`config.mk`:
```
export PLATFORM = sky130hd
export DESIGN_NAME = uart_led
export DESIGN_NICKNAME = d
export VERILOG_FILES = /design/src/rtl/uart_pkg.sv /design/src/rtl/uart_tx_engine.sv /design/src/rtl/uart_led.sv
export SDC_FILE = /design/constraint.sdc
export NUM_CORES = 1
export LEC_CHECK = 0
export CORE_MARGIN = 3
export CORE_UTILIZATION = 38
export CTS_CLUSTER_SIZE = 20
export DETAILED_ROUTE_END_ITERATION = 10
export DONT_BUFFER_PORTS = 1
export GPL_ROUTABILITY_DRIVEN = 0
export PLACE_DENSITY = 0.5
export RECOVER_POWER = 100
export SLEW_MARGIN = 10
export SYNTH_ARGS = -nofsm -noshare
export SYNTH_HDL_FRONTEND = slang
export SYNTH_SLANG_ARGS = --single-unit
```
`constraint.sdc`:
```
create_clock -name clk -period 4.3 [get_ports clk]
set_clock_uncertainty 0.05 [all_clocks]
set_input_delay 0.215 -clock clk [delete_from_list [all_inputs] [get_ports clk]]
set_output_delay 0.215 -clock clk [all_outputs]
set_load 0.02 [all_outputs]
```
`src/rtl/uart_pkg.sv`:
```
// uart_pkg: state encodings, frame sizes and the button message shared by uart_led and its TX engine.
package uart_pkg;
    localparam int BITS_PER_BYTE = 8;
    localparam int MSG_LEN = 16;
    localparam int IDX_W = $clog2(MSG_LEN);

    typedef enum logic [1:0] {RX_IDLE, RX_START, RX_DATA, RX_STOP} rx_state_t;
    typedef enum logic [1:0] {TX_IDLE, TX_START, TX_DATA, TX_STOP} tx_state_t;

    localparam logic [7:0] MSG [MSG_LEN] = '{
        "T", "e", "s", "t", " ", "t", "h", "e",
        " ", "U", "A", "R", "T", "!", 8'h0d, 8'h0a
    };
endpackage

```
`src/rtl/uart_tx_engine.sv`:
```
// uart_tx_engine: 8N1 serializer; a start strobe is accepted while busy is low, including the
// last clock of a stop bit, so consecutive frames run back-to-back.
module uart_tx_engine
    import uart_pkg::*;
#(
    parameter int DELAY_FRAMES = 234
) (
    input  logic       clk,
    input  logic       rst_n,
    input  logic       start,
    input  logic [7:0] data,
    output logic       busy,
    output logic       tx
);
    localparam logic [7:0] BIT_LAST = 8'(DELAY_FRAMES - 1);
    localparam logic [2:0] LAST_BIT = 3'(BITS_PER_BYTE - 1);

    tx_state_t  state_q;
    logic [7:0] cnt_q;
    logic [7:0] shift_q;
    logic [2:0] bit_q;
    logic       tx_q;
    logic       bit_end;

    assign bit_end = cnt_q == BIT_LAST;
    assign busy = state_q != TX_IDLE && !(state_q == TX_STOP && bit_end);
    assign tx = tx_q;

    always_ff @(posedge clk) begin
        if (!rst_n) begin
            state_q <= TX_IDLE;
            cnt_q   <= '0;
            shift_q <= '0;
            bit_q   <= '0;
            tx_q    <= 1'b1;
        end else begin
            cnt_q <= (bit_end || state_q == TX_IDLE) ? 8'd0 : cnt_q + 8'd1;
            if (start && !busy) begin
                state_q <= TX_START;
                shift_q <= data;
                tx_q    <= 1'b0;
            end else if (bit_end) begin
                case (state_q)
                    TX_START: begin
                        state_q <= TX_DATA;
                        bit_q   <= '0;
                        tx_q    <= shift_q[0];
                    end
                    TX_DATA: begin
                        bit_q   <= bit_q + 3'd1;
                        shift_q <= shift_q >> 1;
                        state_q <= bit_q == LAST_BIT ? TX_STOP : TX_DATA;
                        tx_q    <= bit_q == LAST_BIT ? 1'b1 : shift_q[1];
                    end
                    default: begin
                        state_q <= TX_IDLE;
                        tx_q    <= 1'b1;
                    end
                endcase
            end
        end
    end
endmodule

```
`src/rtl/uart_led.sv`:
```
// uart_led: 8N1 receiver driving active-low LEDs, plus a button-triggered message transmitter.
// Define UART_ECHO_EN to also retransmit every valid received byte.
module uart_led
    import uart_pkg::*;
#(
    parameter int DELAY_FRAMES = 234
) (
    input  logic       clk,
    input  logic       rst_n,
    input  logic       btn1,
    input  logic       uart_rx,
    output logic       uart_tx,
    output logic [5:0] led
);
    localparam logic [7:0] BIT_LAST  = 8'(DELAY_FRAMES - 1);
    localparam logic [7:0] HALF_LAST = 8'(DELAY_FRAMES / 2 - 1);
    localparam logic [2:0] LAST_BIT  = 3'(BITS_PER_BYTE - 1);

    logic [1:0]       rx_sync_q;
    logic [1:0]       btn_sync_q;
    logic             btn_prev_q;
    rx_state_t        rx_state_q;
    logic [7:0]       rx_cnt_q;
    logic [7:0]       rx_data_q;
    logic [2:0]       rx_bit_q;
    logic [5:0]       led_q;
    logic             send_q, send_d;
    logic [IDX_W-1:0] idx_q, idx_d;
    logic             tx_start, tx_busy;
    logic [7:0]       tx_byte;
    logic             rx, press, rx_good;

    assign rx = rx_sync_q[1];
    assign press = btn_prev_q && !btn_sync_q[1];
    assign rx_good = rx_state_q == RX_STOP && rx_cnt_q == BIT_LAST && rx;
    assign led = led_q;

    always_ff @(posedge clk) begin
        if (!rst_n) begin
            rx_sync_q  <= 2'b11;
            btn_sync_q <= 2'b11;
            btn_prev_q <= 1'b1;
        end else begin
            rx_sync_q  <= {rx_sync_q[0], uart_rx};
            btn_sync_q <= {btn_sync_q[0], btn1};
            btn_prev_q <= btn_sync_q[1];
        end
    end

    // START samples at mid-bit; every later sample is a full bit period after the previous one
    always_ff @(posedge clk) begin
        if (!rst_n) begin
            rx_state_q <= RX_IDLE;
            rx_cnt_q   <= '0;
            rx_data_q  <= '0;
            rx_bit_q   <= '0;
            led_q      <= '1;
        end else begin
            rx_cnt_q <= rx_cnt_q + 8'd1;
            case (rx_state_q)
                RX_IDLE: begin
                    rx_cnt_q <= '0;
                    if (!rx) rx_state_q <= RX_START;
                end
                RX_START: if (rx_cnt_q == HALF_LAST) begin
                    rx_cnt_q   <= '0;
                    rx_bit_q   <= '0;
                    rx_state_q <= rx ? RX_IDLE : RX_DATA;
                end
                RX_DATA: if (rx_cnt_q == BIT_LAST) begin
                    rx_cnt_q  <= '0;
                    rx_data_q <= {rx, rx_data_q[7:1]};
                    rx_bit_q  <= rx_bit_q + 3'd1;
                    if (rx_bit_q == LAST_BIT) rx_state_q <= RX_STOP;
                end
                default: if (rx_cnt_q == BIT_LAST) begin
                    rx_cnt_q   <= '0;
                    rx_state_q <= RX_IDLE;
                    if (rx_good) led_q <= ~rx_data_q[5:0];
                end
            endcase
        end
    end

`ifdef UART_ECHO_EN
    logic [7:0] pend_q, pend_d;
    logic       pend_vld_q, pend_vld_d;

    always_ff @(posedge clk) begin
        if (!rst_n) begin
            pend_q     <= '0;
            pend_vld_q <= 1'b0;
        end else begin
            pend_q     <= pend_d;
            pend_vld_q <= pend_vld_d;
        end
    end
`endif

    // idx_q is always 0 while no message is in flight, so a press simply starts at MSG[idx_q]
    always_comb begin
        send_d   = send_q;
        idx_d    = idx_q;
        tx_start = 1'b0;
        tx_byte  = MSG[idx_q];
`ifdef UART_ECHO_EN
        pend_d     = rx_good ? rx_data_q : pend_q;
        pend_vld_d = rx_good || pend_vld_q;
`endif
        if (!tx_busy && (send_q || press)) begin
            tx_start = 1'b1;
            idx_d    = idx_q + 1'b1;
            send_d   = idx_q != IDX_W'(MSG_LEN - 1);
        end
`ifdef UART_ECHO_EN
        else if (!tx_busy && pend_vld_q) begin
            tx_start   = 1'b1;
            tx_byte    = pend_q;
            pend_vld_d = rx_good;
        end
`endif
    end

    always_ff @(posedge clk) begin
        if (!rst_n) begin
            send_q <= 1'b0;
            idx_q  <= '0;
        end else begin
            send_q <= send_d;
            idx_q  <= idx_d;
        end
    end

    uart_tx_engine #(.DELAY_FRAMES(DELAY_FRAMES)) u_tx (
        .clk  (clk),
        .rst_n(rst_n),
        .start(tx_start),
        .data (tx_byte),
        .busy (tx_busy),
        .tx   (uart_tx)
    );
endmodule

```
; After elaboration in Yosys (flattened, before gate mapping)
; Memories as Yosys holds them, arrays and structs flattened.
; Cells that the tools add are included.
[op_classes]
n_eq_ne = 16
n_reduce_logical = 29
bitwise_logic = 5
n_lt_le_gt_ge = 1
mux = 28
n_addsub = 5
[ops]
columns = operator, count
row1 = 8-bit 2-to-1 mux, 7
row2 = 8-bit by 1-bit adder with 8-bit output (second input constant), 2
row3 = 8-bit == test (second input constant), 2
row4 = 8-bit one-hot mux with 2 select lines, 1
row5 = 2-bit 2-to-1 mux, 6
row6 = 3-bit one-hot mux with 2 select lines, 2
row7 = 2-bit nonzero test, 5
row8 = 3-bit AND reduction, 3
row9 = 2-bit == test (second input constant), 4
row10 = 8-bit by 7-bit == test with 1-bit output (second input constant), 1
row11 = 2-bit inequality test (second input constant), 4
row12 = 1-bit logical AND, 7
row13 = 1-bit 2-to-1 mux, 7
row14 = 3-bit by 1-bit adder with 3-bit output (second input constant), 2
row15 = 3-bit == test (second input constant), 2
row16 = 3-bit 2-to-1 mux, 2
row17 = 6-bit inverter, 1
row18 = 2-bit one-hot mux with 3 select lines, 1
row19 = 5-bit greater-or-equal comparator (second input constant), 1
row20 = 4-bit inverter with 5-bit output, 1
row21 = 5-bit AND reduction, 1
row22 = 4-bit by 1-bit adder with 4-bit output (second input constant), 1
row23 = 2-bit by 1-bit == test with 1-bit output (second input constant), 2
row24 = 2-bit logical NOT, 2
row25 = other kinds (10), 17
[word_totals]
out_inout_bits = 7
reg_bits = 59
memories = 1
mem_bits_ro = 128
in_bits = 4
[memory_table]
columns = memory, depth, width, rd, rd_clocked_by_memory_dff, write_ports, line
row1 = (name not given), 16, 8, 1, 0, 0, uart_led.sv:105  ; tx_byte = MSG[idx_q];

; Depth between registers and ports, before layout
[logic_depth]
depth_word = 10
mapped_depth = 7

; By module
; A second synthesis with hierarchy kept.
[unflattened]
hier_cells = 313
hier_area_um2 = 3027.9
[modules_own_cells]
columns = module, area_each_um2, seq_area_each_um2, n_inst, cells_per_inst
row1 = uart_led, 1864.3, 740.7, 1, 189
row2 = uart_tx_engine, 1163.6, 440.4, 1, 124

; Least setup slack after synthesis
; Ideal clock, no wire load.
[synth_path]
path_kind = register to register
startpoint = register u_tx.cnt_q[0]
endpoint = register idx_q[3]
t_arrival_ns = 1.492
synth_period_minus_slack_ns = 1.612
stages_incl_launch_ff = 6
setup_slack_ns = 2.688
cell_sequence = dfxtp_1 -> ha_1 -> and4b_1 -> a21oi_2 -> or4_1 -> a21oi_1
[synth_between]
elab_chain_cells = 6
[synth_lines]
columns = element, line
row1 = "start, declared", uart_tx_engine.sv:19  ; logic [7:0] cnt_q;
row2 = "start signal, assigned", uart_tx_engine.sv:37  ; cnt_q <= (bit_end || state_q == TX_IDLE) ? 8'd0 : cnt_q + 8'd1;
row3 = 8-bit == test, uart_tx_engine.sv:25  ; assign bit_end = cnt_q == BIT_LAST;
row4 = 1-bit logical AND, uart_tx_engine.sv:26  ; assign busy = state_q != TX_IDLE && !(state_q == TX_STOP && bit_end);
row5 = 1-bit logical NOT, uart_tx_engine.sv:26
row6 = 1-bit logical AND, uart_tx_engine.sv:26
row7 = 1-bit logical NOT, uart_led.sv:110  ; if (!tx_busy && (send_q || press)) begin
row8 = 1-bit logical AND, uart_led.sv:110
row9 = "end signal, assigned", uart_led.sv:130  ; idx_q <= idx_d;
row10 = "end, declared", uart_led.sv:28  ; logic [IDX_W-1:0] idx_q, idx_d;
; No other way between the ends.
; A chain may end at the register's enable or synchronous reset.

; Worst setup path in the final report
[layout_path]
startpoint = register rx_cnt_q[4]
endpoint = register rx_cnt_q[6]
[layout_between]
elab_chain_cells = 3
elab_cells_between_ends = 6
cone_classes = 1 x add/sub / 2 x eq/ne / 3 x mux
[layout_lines]
columns = element, line
row1 = "start, declared", uart_led.sv:23  ; logic [7:0] rx_cnt_q;
row2 = "start signal, assigned", uart_led.sv:59  ; rx_cnt_q <= rx_cnt_q + 8'd1;
row3 = 8-bit by 1-bit adder with 8-bit output (tied with other cells), uart_led.sv:59
row4 = 8-bit 2-to-1 mux (on tied branches), "uart_led.sv:70, uart_led.sv:76, uart_led.sv:65"
row5 = 8-bit one-hot mux with 2 select lines (*), uart_led.sv:60  ; case (rx_state_q)
; Every way passes the cells marked *; elsewhere a longest branch is shown, timed or not.

==> qor_table.md <==
| Item | This run |
|---|---|
| Status | complete, no violations |
| Post-synthesis cell count | 303 |
| Worst flop-to-flop path startpoint | rx_cnt_q[4] |
| CTS sink cnt | 58 |
| Min-Delay Startpoint | rst_n |
| Number of vias after detailed routing | 2,097 |
| Global-route wire length before repair | 9.47 mm |
| Remaining max-slew budget at the tightest pin | 38.2% |
| Share of the core filled with cells in the final layout | 44.4% |
| Pwr Density | 371 nW/µm² |
| Yosys cell types | 51 |
| Die Span Y | 92.4 µm |
| Number of hold-repair buffers added at the cts stage | 3 |
| Yosys warnings | 0 |
| Routed length per instance | 13.5 µm |
| Half-perimeter wire length after detailed placement | 3.74 mm |
| Critical path class | reg -> reg |
| Pin count of the biggest net entering global routing | 27 |
| Clk Latency, worst-skew pair | 0.33 ns |
| Slack of the worst reg-to-reg path | 2.19 ns |
| Leakage dissipation | 1.16 nW |
| Required time at the endpoint of the critical path | 4.44 ns |
| Post-Synthesis Mean Instance Area | 9.35 µm² |
| Worst vdd rail ir drop | 0.198 mV |
| Part of the total power dissipated in sequential elements | 49.1% |
| Worst setup path start | rx_cnt_q[4] |
| Overall global routing resource usage | 13.9% |
| Shortest clock period the worst path allows after layout | 2.11 ns |
| Die boundary width | 92.4 µm |
| Resize count post-CTS | 0 |
| Net Switching | 298 µW |
| Slew Limit Fails | 0 |
| Number of fill cells in the layout | 723 |
| Number of synthesized flops with an enable pin | 0 |
| Endpoints failing setup | 0 |
| Most frequent cells in the layout | sky130_fd_sc_hd__dfxtp_1, sky130_fd_sc_hd__nor2_1, sky130_fd_sc_hd__ha_1 |
| Clock tree from TritonCTS | yes |
| Final wirelength | 5.49 mm |
| Clk slew on worst S/H paths | 0.07 ns |
| Count of inserted antenna diode cells | 0 |
| Most common library cell in the layout ignoring fill and taps | sky130_fd_sc_hd__dfxtp_1 |
| Residual antenna-violating net count after detailed routing | 0 |
| Share of synthesized registers carrying an async set or reset | 0% |
| Worst min path class | in -> reg |
| Post-CTS Setup Inserts | 0 |
| Slew at the pin with the worst max-slew slack | 0.917 ns |
| Post-synth design cell area | 2830 µm² |
| Via-to-Cell Ratio | 5.14 |
| TritonRoute pass-1 iters | 4 |
| Number of antenna violations at the first check in global routing | 0 |
| Switching share of power | 25.8% |
| Starting DRC count in detailed routing | 120 |
| Critical path arrival | 2.25 ns |
| Effective utilization at floorplan | 40.4% |
| Clock power share | 43.8% |
| Clock Tree Root | sky130_fd_sc_hd__clkbuf_8 |
| Final hold violations | 0 |
| Maximum level of the CTS H-tree | 3 |
| CP startpoint kind | flop |
| Via count of the first global-routing pass | 1,995 |
| Number of input and output port buffers inserted | 0 |
| Top fanout value on the critical path | 8 |
| Total number of placement rows | 30 |
| Most instantiated flip-flop cell in the synthesis netlist | sky130_fd_sc_hd__dfxtp_1 |
| Layout cells sized above 1 | 6.73% |
| Die Footprint | 8530 µm² |
| Critical path endpoint category | flop |
| Residual overflow from global routing | 0 |
| Ports placed on the boundary | 11 |
| TritonCTS Buffers | 9 |
| Setup repair after global routing missed its margin | false |
| Comb pwr share | 7.0% |
| Setup TNS Final | 0 ns |
| Residual DRC count | 0 |
| Internal power component | 857 µW |
| Syn-to-layout area delta | 9.89% |
| Final worst path period share | 49.1% |
| Maximum Capacitance Violations | 0 |
| Core outline area | 7020 µm² |
| Number of register bits inferred by synthesis | 58 |
| Number of nets in the final layout | 332 |
| Sequential fraction of the synthesis area | 41.0% |
| Max Freq | 474 MHz |
| Post-synthesis net count | 328 |
| Clock Tree Buf Depth | 2 |
[layer usage]
layer	vias up	GRT usage [%]	wire, µm
met4	0	5.82	87
met3	7	4.31	151
met5	-	0	0
li1	1088	-	-
met1	983	18.3	2740
met2	19	21.0	2510
[cells by family after synthesis]
group                    count (synthesis)  synth area share [%]
AO/OA/AOI/OAI                           60                  13.8
XOR/XNOR                                12                  3.71
adder cells (fa/ha/maj)                 21                  9.27
buffers and inverters                   28                  4.15
flip-flops                              58                  41.0
multiplexers                            18                  6.89
AND/OR/NAND/NOR                        106                  21.2
[critical path, stage by stage (launching register included)]
cell and delay, ns:
sky130_fd_sc_hd__dfxtp_1 0.43, sky130_fd_sc_hd__or3b_1 0.40, sky130_fd_sc_hd__o211a_1 0.24, sky130_fd_sc_hd__o21ai_0 0.72, sky130_fd_sc_hd__nor2_1 0.12
[final cells by class]
| cell class | instances | area (µm²) | share of cell area [%] |
|---|---|---|---|
| clock inverters | 7 | 78.8 | 2.53 |
| multi-input cells | 217 | 1530 | 49.1 |
| repair buffers | 4 | 37.5 | 1.21 |
| flip-flops and latches | 58 | 1160 | 37.3 |
| inverters | 17 | 63.8 | 2.05 |
| clock buffers | 9 | 124 | 3.98 |
| well taps | 96 | 120 | 3.86 |
[flip-flops by register name, summed over array words and instances, names as in the netlist]
name,count
u_tx.tx,1
btn_prev_q,1
rx_cnt_q,8
idx_q,4
u_tx.bit_q,3
rx_data_q,8
u_tx.cnt_q,8
u_tx.state_q,2
led,6
send_q,1
btn_sync_q,2
rx_bit_q,3
u_tx.shift_q,7
rx_state_q,2
rx_sync_q,2
[per-stage QoR]
step	total power, mW	hold slack (ns)	worst slack [ns]	instance area [µm²]	instances
after floorplan	0.639	0.266	2.69	2830	303
after CTS	1.17	0.0555	2.47	3140	408
after detailed placement	0.658	0.241	2.48	2910	389
final	1.15	0.246	2.19	3110	408
after global routing	1.21	0.276	2.04	3110	408
after global placement	0.657	0.235	2.47	2910	389
[path summary, 6_finish.rpt]
path | endpoint | depth (start not counted)
hold / removal | u_tx.cnt_q[1] | 3
hold reg to reg | rx_sync_q[1] | 1
setup reg to reg | rx_cnt_q[6] | 4
setup / recovery | rx_cnt_q[6] | 4
[synthesized netlist by cell type (2+ instances only)]
master | instances | area, µm²
sky130_fd_sc_hd__a211o_1 | 2 | 17.5
sky130_fd_sc_hd__a211oi_1 | 6 | 45.0
sky130_fd_sc_hd__a21oi_1 | 17 | 85.1
sky130_fd_sc_hd__a311oi_1 | 3 | 26.3
sky130_fd_sc_hd__a31oi_1 | 2 | 12.5
sky130_fd_sc_hd__and2_1 | 2 | 12.5
sky130_fd_sc_hd__and3_1 | 4 | 25.0
sky130_fd_sc_hd__and3b_1 | 2 | 17.5
sky130_fd_sc_hd__and4_1 | 2 | 17.5
sky130_fd_sc_hd__and4b_1 | 5 | 50.1
sky130_fd_sc_hd__clkbuf_1 | 7 | 26.3
sky130_fd_sc_hd__dfxtp_1 | 58 | 1160
sky130_fd_sc_hd__ha_1 | 21 | 263
sky130_fd_sc_hd__inv_1 | 16 | 60.1
sky130_fd_sc_hd__mux2_2 | 2 | 22.5
sky130_fd_sc_hd__mux2i_1 | 15 | 150
sky130_fd_sc_hd__nand2_1 | 15 | 56.3
sky130_fd_sc_hd__nand2b_1 | 7 | 43.8
sky130_fd_sc_hd__nand3_1 | 13 | 65.1
sky130_fd_sc_hd__nand3b_1 | 3 | 22.5
sky130_fd_sc_hd__nand4_1 | 4 | 25.0
sky130_fd_sc_hd__nand4b_1 | 4 | 35.0
sky130_fd_sc_hd__nor2_1 | 30 | 113
sky130_fd_sc_hd__nor2b_1 | 3 | 18.8
sky130_fd_sc_hd__nor3_1 | 5 | 25.0
sky130_fd_sc_hd__o211ai_1 | 5 | 37.5
sky130_fd_sc_hd__o21a_1 | 3 | 22.5
sky130_fd_sc_hd__o21ai_0 | 13 | 65.1
sky130_fd_sc_hd__o31ai_1 | 2 | 15.0
sky130_fd_sc_hd__xnor2_1 | 5 | 43.8
sky130_fd_sc_hd__xor2_1 | 7 | 61.3
[power by group through the flow]
stage | Clock [mW] | Sequential, mW | Combinational (mW)
2_1_floorplan | 0 | 0.574 | 0.0657
3_3_place_gp | 0 | 0.580 | 0.0775
3_5_place_dp | 0 | 0.580 | 0.0780
4_1_cts | 0.524 | 0.567 | 0.0831
5_1_grt | 0.545 | 0.570 | 0.0930
6_report | 0.506 | 0.567 | 0.0814
(Power assumes the default switching activity.)
